===== config.mk =====
export PLATFORM = sky130hd
export DESIGN_NAME = muldiv_unit_flat
export DESIGN_NICKNAME = d
export VERILOG_FILES = /design/src/rtl/muldiv_if.sv /design/src/rtl/muldiv_unit.sv /design/src/flat_wrapper.sv
export SDC_FILE = /design/constraint.sdc
export NUM_CORES = 2
export LEC_CHECK = 0
export ABC_AREA = 1
export CAP_MARGIN = 20
export CORE_ASPECT_RATIO = 1.5
export CORE_MARGIN = 2
export CORE_UTILIZATION = 55
export CTS_BUF_LIST = sky130_fd_sc_hd__clkbuf_8
export DETAILED_ROUTE_END_ITERATION = 8
export HOLD_SLACK_MARGIN = 0.05
export PLACE_DENSITY_LB_ADDON = 0.2
export SYNTH_ARGS = -nofsm -noshare
export SYNTH_HDL_FRONTEND = slang
export SYNTH_SLANG_ARGS = --single-unit

===== constraint.sdc =====
create_clock -name clk -period 8.8 [get_ports clk]
set_clock_uncertainty 0.2 [all_clocks]
set_input_delay 1.32 -clock clk [delete_from_list [all_inputs] [get_ports clk]]
set_output_delay 1.32 -clock clk [all_outputs]
set_load 0.01 [all_outputs]

===== src/rtl/muldiv_if.sv =====
// Operand/result bundle between the issue stage and the multiply/divide unit.
// The master side issues operations; the slave side (the unit) returns HI/LO and status.
interface muldiv_if;
  logic        start;
  logic [1:0]  op;
  logic [31:0] a;
  logic [31:0] b;
  logic        flush;
  logic        busy;
  logic        done;
  logic        hi_write;
  logic        lo_write;
  logic [31:0] hi;
  logic [31:0] lo;

  modport master (
    output start, op, a, b, flush,
    input  busy, done, hi_write, lo_write, hi, lo
  );

  modport slave (
    input  start, op, a, b, flush,
    output busy, done, hi_write, lo_write, hi, lo
  );
endinterface


===== src/rtl/muldiv_unit.sv =====
// Multi-cycle MULT/MULTU/DIV/DIVU unit producing HI/LO with a one-cycle write pulse.
// Optional MULDIV_DIV0_FAST_EN: a divide by zero completes with multiply latency.
module muldiv_unit #(
  parameter int DIV_ITERS = 32
) (
  input  logic     clk,
  input  logic     reset,
  muldiv_if.slave  bus
);
  localparam int CW = $clog2(DIV_ITERS);

  typedef enum logic [2:0] {IDLE, MUL, DIV, FIX, DONE} state_t;

  state_t      state_reg, state_next, issue_state;
  logic [1:0]  op_reg;
  logic [31:0] a_reg, b_reg;
  logic [31:0] quo_reg, dvs_reg, rem_reg;
  logic [31:0] hi_reg, lo_reg;
  logic [CW-1:0] cnt_reg;
  logic        neg_q_reg, neg_r_reg;

  logic        accept, signed_div, div0;
  logic [63:0] ext_a, ext_b, product;
  logic [32:0] rem_shift;
  logic        rem_fits;

  assign accept     = bus.start && !bus.flush && (state_reg == IDLE || state_reg == DONE);
  assign signed_div = !bus.op[0];
  assign div0       = (b_reg == 32'd0);

  // Sign-extend only for MULT; the low 64 bits of the wide product are exact either way.
  assign ext_a   = {{32{!op_reg[0] & a_reg[31]}}, a_reg};
  assign ext_b   = {{32{!op_reg[0] & b_reg[31]}}, b_reg};
  assign product = ext_a * ext_b;

  assign rem_shift = {rem_reg, quo_reg[31]};
  assign rem_fits  = rem_shift >= {1'b0, dvs_reg};

`ifdef MULDIV_DIV0_FAST_EN
  assign issue_state = (bus.op[1] && bus.b != 32'd0) ? DIV : MUL;
`else
  assign issue_state = bus.op[1] ? DIV : MUL;
`endif

  always_ff @(posedge clk or posedge reset) begin
    if (reset) state_reg <= IDLE;
    else       state_reg <= state_next;
  end

  always_comb begin
    state_next = state_reg;
    if (bus.flush) begin
      state_next = IDLE;
    end else begin
      case (state_reg)
        IDLE:    if (bus.start) state_next = issue_state;
        MUL:     state_next = DONE;
        DIV:     if (cnt_reg == CW'(DIV_ITERS - 1)) state_next = FIX;
        FIX:     state_next = DONE;
        DONE:    state_next = bus.start ? issue_state : IDLE;
        default: state_next = IDLE;
      endcase
    end
  end

  always_ff @(posedge clk or posedge reset) begin
    if (reset) begin
      op_reg    <= '0;
      a_reg     <= '0;
      b_reg     <= '0;
      quo_reg   <= '0;
      dvs_reg   <= '0;
      rem_reg   <= '0;
      hi_reg    <= '0;
      lo_reg    <= '0;
      cnt_reg   <= '0;
      neg_q_reg <= 1'b0;
      neg_r_reg <= 1'b0;
    end else if (accept) begin
      op_reg    <= bus.op;
      a_reg     <= bus.a;
      b_reg     <= bus.b;
      quo_reg   <= (signed_div && bus.a[31]) ? -bus.a : bus.a;
      dvs_reg   <= (signed_div && bus.b[31]) ? -bus.b : bus.b;
      rem_reg   <= '0;
      cnt_reg   <= '0;
      neg_q_reg <= signed_div && (bus.a[31] ^ bus.b[31]);
      neg_r_reg <= signed_div && bus.a[31];
    end else begin
      case (state_reg)
        MUL: if (!bus.flush) begin
          // A divide only lands here when the fast divide-by-zero path is built in.
          if (op_reg[1]) begin
            hi_reg <= a_reg;
            lo_reg <= 32'hFFFF_FFFF;
          end else begin
            hi_reg <= product[63:32];
            lo_reg <= product[31:0];
          end
        end
        DIV: begin
          rem_reg <= rem_fits ? (rem_shift[31:0] - dvs_reg) : rem_shift[31:0];
          quo_reg <= {quo_reg[30:0], rem_fits};
          cnt_reg <= cnt_reg + CW'(1);
        end
        FIX: if (!bus.flush) begin
          if (div0) begin
            hi_reg <= a_reg;
            lo_reg <= 32'hFFFF_FFFF;
          end else begin
            hi_reg <= neg_r_reg ? -rem_reg : rem_reg;
            lo_reg <= neg_q_reg ? -quo_reg : quo_reg;
          end
        end
        default: ;
      endcase
    end
  end

  assign bus.busy     = accept || state_reg == MUL || state_reg == DIV || state_reg == FIX;
  assign bus.done     = (state_reg == DONE);
  assign bus.hi_write = bus.done;
  assign bus.lo_write = bus.done;
  assign bus.hi       = hi_reg;
  assign bus.lo       = lo_reg;
endmodule


===== src/flat_wrapper.sv =====
// flat-port wrapper written by rule: the top's interface ports become plain ports
module muldiv_unit_flat 
#(
  parameter int DIV_ITERS = 32
)
  (clk, reset, bus_start, bus_op, bus_a, bus_b, bus_flush, bus_busy, bus_done, bus_hi_write, bus_lo_write, bus_hi, bus_lo);
  muldiv_if bus_i ();
  input  logic clk;
  input  logic reset;
  input wire logic [$bits(bus_i.start)-1:0] bus_start;
  input wire logic [$bits(bus_i.op)-1:0] bus_op;
  input wire logic [$bits(bus_i.a)-1:0] bus_a;
  input wire logic [$bits(bus_i.b)-1:0] bus_b;
  input wire logic [$bits(bus_i.flush)-1:0] bus_flush;
  output wire logic [$bits(bus_i.busy)-1:0] bus_busy;
  output wire logic [$bits(bus_i.done)-1:0] bus_done;
  output wire logic [$bits(bus_i.hi_write)-1:0] bus_hi_write;
  output wire logic [$bits(bus_i.lo_write)-1:0] bus_lo_write;
  output wire logic [$bits(bus_i.hi)-1:0] bus_hi;
  output wire logic [$bits(bus_i.lo)-1:0] bus_lo;
  assign bus_i.start = bus_start;
  assign bus_i.op = bus_op;
  assign bus_i.a = bus_a;
  assign bus_i.b = bus_b;
  assign bus_i.flush = bus_flush;
  assign bus_busy = bus_i.busy;
  assign bus_done = bus_i.done;
  assign bus_hi_write = bus_i.hi_write;
  assign bus_lo_write = bus_i.lo_write;
  assign bus_hi = bus_i.hi;
  assign bus_lo = bus_i.lo;
  muldiv_unit #(.DIV_ITERS(DIV_ITERS)) u_core (.clk(clk), .reset(reset), .bus(bus_i));
endmodule

; ---- Word-level counts from Yosys, hierarchy flattened
; Cells that the tools add are included.
[classes]
bitwise_logic = 4
magnitude_cmp = 1
n_mul = 1
n_addsub = 6
reduce_logical = 19
n_eq_ne = 9
mux = 27
[op_table]
columns = cell, n
row1 = 32-bit two-way mux, 17
row2 = 32-bit negator, 4
row3 = 32-bit case mux with 2 select lines, 2
row4 = 33-bit by 33-bit multiplier with 64-bit output, 1
row5 = 33-bit by 32-bit >= comparator with 1-bit output, 1
row6 = 32-bit zero test, 1
row7 = 32-bit subtractor, 1
row8 = 3-bit two-way mux, 4
row9 = 3-bit case mux with 4 select lines, 1
row10 = 5-bit two-way mux, 2
row11 = "3-bit by 2-bit equality test with 1-bit output, second input constant", 2
row12 = "5-bit by 1-bit adder with 5-bit output, second input constant", 1
row13 = "5-bit equality test, second input constant", 1
row14 = 1-bit logical AND, 5
row15 = 1-bit logical OR, 4
row16 = "2-bit inequality test, second input constant", 2
row17 = 4-bit AND reduction, 1
row18 = 2-bit nonzero test, 2
row19 = "3-bit by 1-bit equality test with 1-bit output, second input constant", 1
row20 = "3-bit equality test, second input constant", 1
row21 = 1-bit zero test, 3
row22 = 3-bit zero test, 1
row23 = "3-bit by 2-bit inequality test with 1-bit output, second input constant", 1
row24 = "3-bit inequality test, second input constant", 1
row25 = other kinds (6), 7
[word_totals]
reg_bits = 236
output_inout_bits = 68

; ---- Logic depth before layout (Yosys ltp)
[depth]
depth_word = 6
depth_mapped = 36
depth_no_buf = 34

; ---- Least setup slack after synthesis
; OpenSTA, ideal clock, no wires.
[synth_path]
path_kind = register to register
from = register u_core.a_reg[31]
to = register u_core.hi_reg[30] (netlist: u_core.bus.hi[30])
stages_incl_launch_ff = 31
setup_time_ns = 0.122
arrival_time_ns = 7.227
n_path_buf = 2
synth_period_minus_slack_ns = 7.549
setup_slack_ns = 1.251
path_cell_list = dfrtp_1 > clkbuf_1 > clkbuf_1 > nand2_1 > nor2_1 > fa_1 > inv_1 > fa_1 > inv_1 > fa_1 > fa_1 > inv_1 > fa_1 > inv_1 > fa_1 > inv_1 > fa_1 > fa_1 > inv_1 > ha_1 > a21oi_1 > a21boi_0 > nand2_1 > nand2_1 > nand2_1 > a21oi_1 > nand2_1 > nand2_1 > nand3_1 > nand2_1 > a21oi_1
[synth_between]
elab_chain_len = 5
[synth_rtl]
columns = item, line_no
row1 = start: declaration, muldiv_unit.sv:16  ; logic [31:0] a_reg, b_reg;
row2 = start signal: assignment, muldiv_unit.sv:81  ; a_reg <= bus.a;
row3 = 1-bit AND, muldiv_unit.sv:32  ; assign ext_a = {{32{!op_reg[0] & a_reg[31]}}, a_reg};
row4 = 33-bit by 33-bit multiplier with 64-bit output (*), muldiv_unit.sv:34  ; assign product = ext_a * ext_b;
row5 = 32-bit two-way mux (*), muldiv_unit.sv:93  ; if (op_reg[1]) begin
row6 = 32-bit two-way mux (*), muldiv_unit.sv:91  ; MUL: if (!bus.flush) begin
row7 = 32-bit case mux with 2 select lines (*), muldiv_unit.sv:90  ; case (state_reg)
row8 = end signal: assignment, muldiv_unit.sv:94  ; hi_reg <= a_reg;
row9 = end signal: assignment, muldiv_unit.sv:97  ; hi_reg <= product[63:32];
row10 = end signal: assignment, muldiv_unit.sv:108  ; hi_reg <= a_reg;
row11 = end: declaration, muldiv_unit.sv:18  ; logic [31:0] hi_reg, lo_reg;
; Every way passes the cells marked *; elsewhere a longest branch is shown, timed or not. The select of a mux whose other input is x is not followed.
; A chain may end at the register's enable or synchronous reset.

; ---- Worst setup path after layout
[layout_path]
from = register u_core.a_reg[24]
to = register u_core.hi_reg[17] (netlist: u_core.bus.hi[17])
[layout_between]
elab_chain_len = 4
[layout_rtl]
columns = item, line_no
row1 = 33-bit by 33-bit multiplier with 64-bit output, muldiv_unit.sv:34
row2 = 32-bit two-way mux, muldiv_unit.sv:93
row3 = 32-bit two-way mux, muldiv_unit.sv:91
row4 = 32-bit case mux with 2 select lines, muldiv_unit.sv:90
; Every way passes these cells. The select of a mux whose other input is x is not followed.

==> impl_metrics.json <==
{
  "hold_violations": 0,
  "setup_violations": 0,
  "grt_use_total_pct": 38.77,
  "ys_types": 60,
  "hold_class": "register to register",
  "syn-cell-area_mm2": 0.05615,
  "min_period_over_period_pct": 97.51,
  "port_buffers": 137,
  "grt_max_degree": 158,
  "ys_warn_count": 0,
  "final_cell_area_mm2": 0.06034,
  "relSlewSlack_pct": 19.20,
  "fmax_mhz": 116.5,
  "die_area_mm2": 0.1047,
  "core_mm2": 0.1013,
  "ant_nets": 0,
  "insertion_delay_ns": 0.70,
  "placement.cell_area_mm2": 0.05937,
  "io_pins": 138,
  "synth.area.top_cells": "fa_1 40%, nand2_1 13%, inv_1 13%",
  "path_class": "register to register",
  "status": "completed",
  "die_x_um": 264.9,
  "gp_congestion": 1.023,
  "cts_buffers": 43,
  "async_flop_share_pct": 100.0,
  "cts_tree": "built",
  "tightest_slew_ns": 1.212,
  "ys_ff_latch": 235,
  "grt_overflow_total": 0,
  "utilization_pct": 59.58,
  "fin_nets": 8920,
  "synth-seq-area-share_pct": 10.47,
  "path_max_fanout": 17,
  "grt_pass1_wl_mm": 303.6,
  "hold_ws_ns": 0.2770,
  "yosysTopAreaCell": "fa_1",
  "setup_tns_ns": 0,
  "clock-sinks": 235,
  "rsz0062_at_grt": "false",
  "start_kind": "register",
  "drive_gt1_share_pct": 4.329,
  "drt_first_pass_iters": 6,
  "end_kind": "register",
  "synth_area_per_cell_um2": 7.509,
  "post-route-min-period_ns": 8.581,
  "drc": 0,
  "synth_edf_count": 0,
  "crit_arrival_ns": 8.94,
  "htree_levels": 2,
  "die_h_um": 395.3,
  "syn_to_final_growth_pct": 7.465,
  "final_max_slew_viol_count": 0,
  "cap_violations": 0,
  "clockBufferDepth": 3,
  "initial_core_util_pct": 55.44,
  "wl_per_cell_um": 22.40,
  "totalWireLength_mm": 197.4,
  "cp.required_ns": 9.16,
  "netlist_instances": 7477,
  "grt_pass1_vias": 52660,
  "postCtsSetupRepairBufs": 0,
  "drt_iter0_drc": 3739,
  "rows": 143,
  "ys.flop_type": "dfrtp_1",
  "antenna_found_initial": 6,
  "synth_top_area_share_pct": 40.15,
  "vias_per_cell": 5.578,
  "clkTransAtPathRegs_ns": 0.06,
  "hpwl_mm": 166.3,
  "syn_nets": 8923,
  "clockRootBuffer": "clkbuf_8",
  "num_vias": 49170
}
==> stage by stage <==
| stage | cells | setup slack, ns |
|---|---|---|
| after global placement | 8731 | 0.06903 |
| after global routing | 8813 | 0.01418 |
| after floorplan | 7477 | 0.8337 |
| final | 8814 | 0.2189 |
| after detailed placement | 8731 | 0.09171 |
| after CTS | 8809 | 0.02946 |
==> final timing paths <==
check                           slack [ns]                 to              start  cells after the start
worst max-delay path                  0.22  u_core.bus.hi[17]   u_core.a_reg[24]                     27
worst min-delay path                  0.28  u_core.cnt_reg[3]  u_core.cnt_reg[3]                      1
worst max register to register        0.22  u_core.bus.hi[17]   u_core.a_reg[24]                     27
worst min register to register        0.28  u_core.cnt_reg[3]  u_core.cnt_reg[3]                      1
max in group asynchronous             5.74   u_core.b_reg[29]              reset                      3
min in group asynchronous             1.02  u_core.quo_reg[9]              reset                      2
==> cells in the mapped netlist, types with 4 or more instances <==
cell,instances
buf_2,22
nor2_1,410
nor3_2,7
a2bb2oi_1,6
xnor2_1,27
a21boi_1,19
o31ai_1,8
nand4_1,50
fa_1,1126
nor3_1,37
o21ai_0,175
inv_2,8
o211ai_1,32
a21o_1,8
clkbuf_1,323
o21a_1,11
or2_2,30
a21boi_0,6
dfrtp_1,235
ha_1,250
a22oi_1,4
a31oi_1,23
a21oi_1,254
o22ai_1,9
inv_1,1911
buf_1,9
o221ai_1,22
nand3b_1,8
o21ai_1,34
nand2_1,1996
nand3_1,275
xor2_1,49
nor4_1,15
o21bai_1,30
buf_4,5
==> per-layer routing <==
metal	wire length, µm	vias up	global-route usage, %
li1	-	21830	-
met1	68460	24470	43.77
met5	43	-	0
met3	12940	703	5.366
met4	16310	6	25.76
met2	99650	2152	68.26
==> cells by family (layout without fill, tap and decap cells) <==
logic type	Yosys count	in the layout	share of synthesized area, %
AOI/OAI and AO/OA	657	657	6.745
buffers and inverters	2283	2313	15.39
other	0	2	0
adders and majority gates	1376	1376	45.72
DFF	235	235	10.47
muxes	1	1	0.01783
and+or+nand+nor	2849	2849	20.47
xor gates and xnor gates	76	76	1.186
==> placed cells by master, fill, tap and decap left out, types with 6 or more instances in the layout <==
cell             Yosys  routed
nand2_1           1996    1996
inv_1             1911    1915
fa_1              1126    1126
nor2_1             410     406
nand3_1            275     275
a21oi_1            254     254
ha_1               250     250
dfrtp_1            235     229
o21ai_0            175     175
buf_4                5     150
clkdlybuf4s50_1      0     137
clkbuf_8             0      51
nand4_1             50      50
xor2_1              49      49
nor3_1              37      36
o21ai_1             34      34
o211ai_1            32      32
o21bai_1            30      30
or2_2               30      30
xnor2_1             27      27
buf_12               0      24
a31oi_1             23      23
o221ai_1            22      22
a21boi_1            19      19
nor4_1              15      15
clkinv_2             0      13
o21a_1              11      11
inv_2                8       9
o22ai_1              9       9
a21o_1               8       8
nand3b_1             8       8
o31ai_1              8       8
nor3_2               7       7
a21boi_0             6       6
a2bb2oi_1            6       6
dfrtp_2              0       6
==> area by class of cell <==
cell class	instances	area, µm²
Clock buffer	51	701.9
Multi-Input combinational cell	4959	41660
Antenna cell	2	5.005
Sequential cell	235	5888
Clock inverter	27	185.2
Tap cell	1305	1633
Inverter	1921	7222
Fill cell	9535	40930
Timing Repair Buffer	314	3048
==> worst max-delay path, stage by stage, from the launching register on <==
cell      delay (ns)
dfrtp_1         0.97
buf_4           0.30
buf_4           0.21
nand2_1         0.10
fa_1            0.54
inv_1           0.05
fa_1            0.48
fa_1            0.53
fa_1            0.60
fa_1            0.46
fa_1            0.49
inv_1           0.05
fa_1            0.45
fa_1            0.49
inv_1           0.04
ha_1            0.44
nand2_1         0.17
nor2_1          0.19
inv_1           0.08
nor2_1          0.26
nand2_1         0.17
nor3_1          0.23
o21ai_0         0.31
nand3_1         0.18
nand2_1         0.06
nand3_1         0.16
nand2_1         0.08
a21boi_1        0.12
==> what timing repair did <==
action	CTS	global route
gates resized for setup	0	3
setup endpoints to repair	0	3
hold buffers	0	0
Power is left out: the tool's default activity adds up to more than one toggle a clock period on the data nets, which glitch-free logic cannot reach.
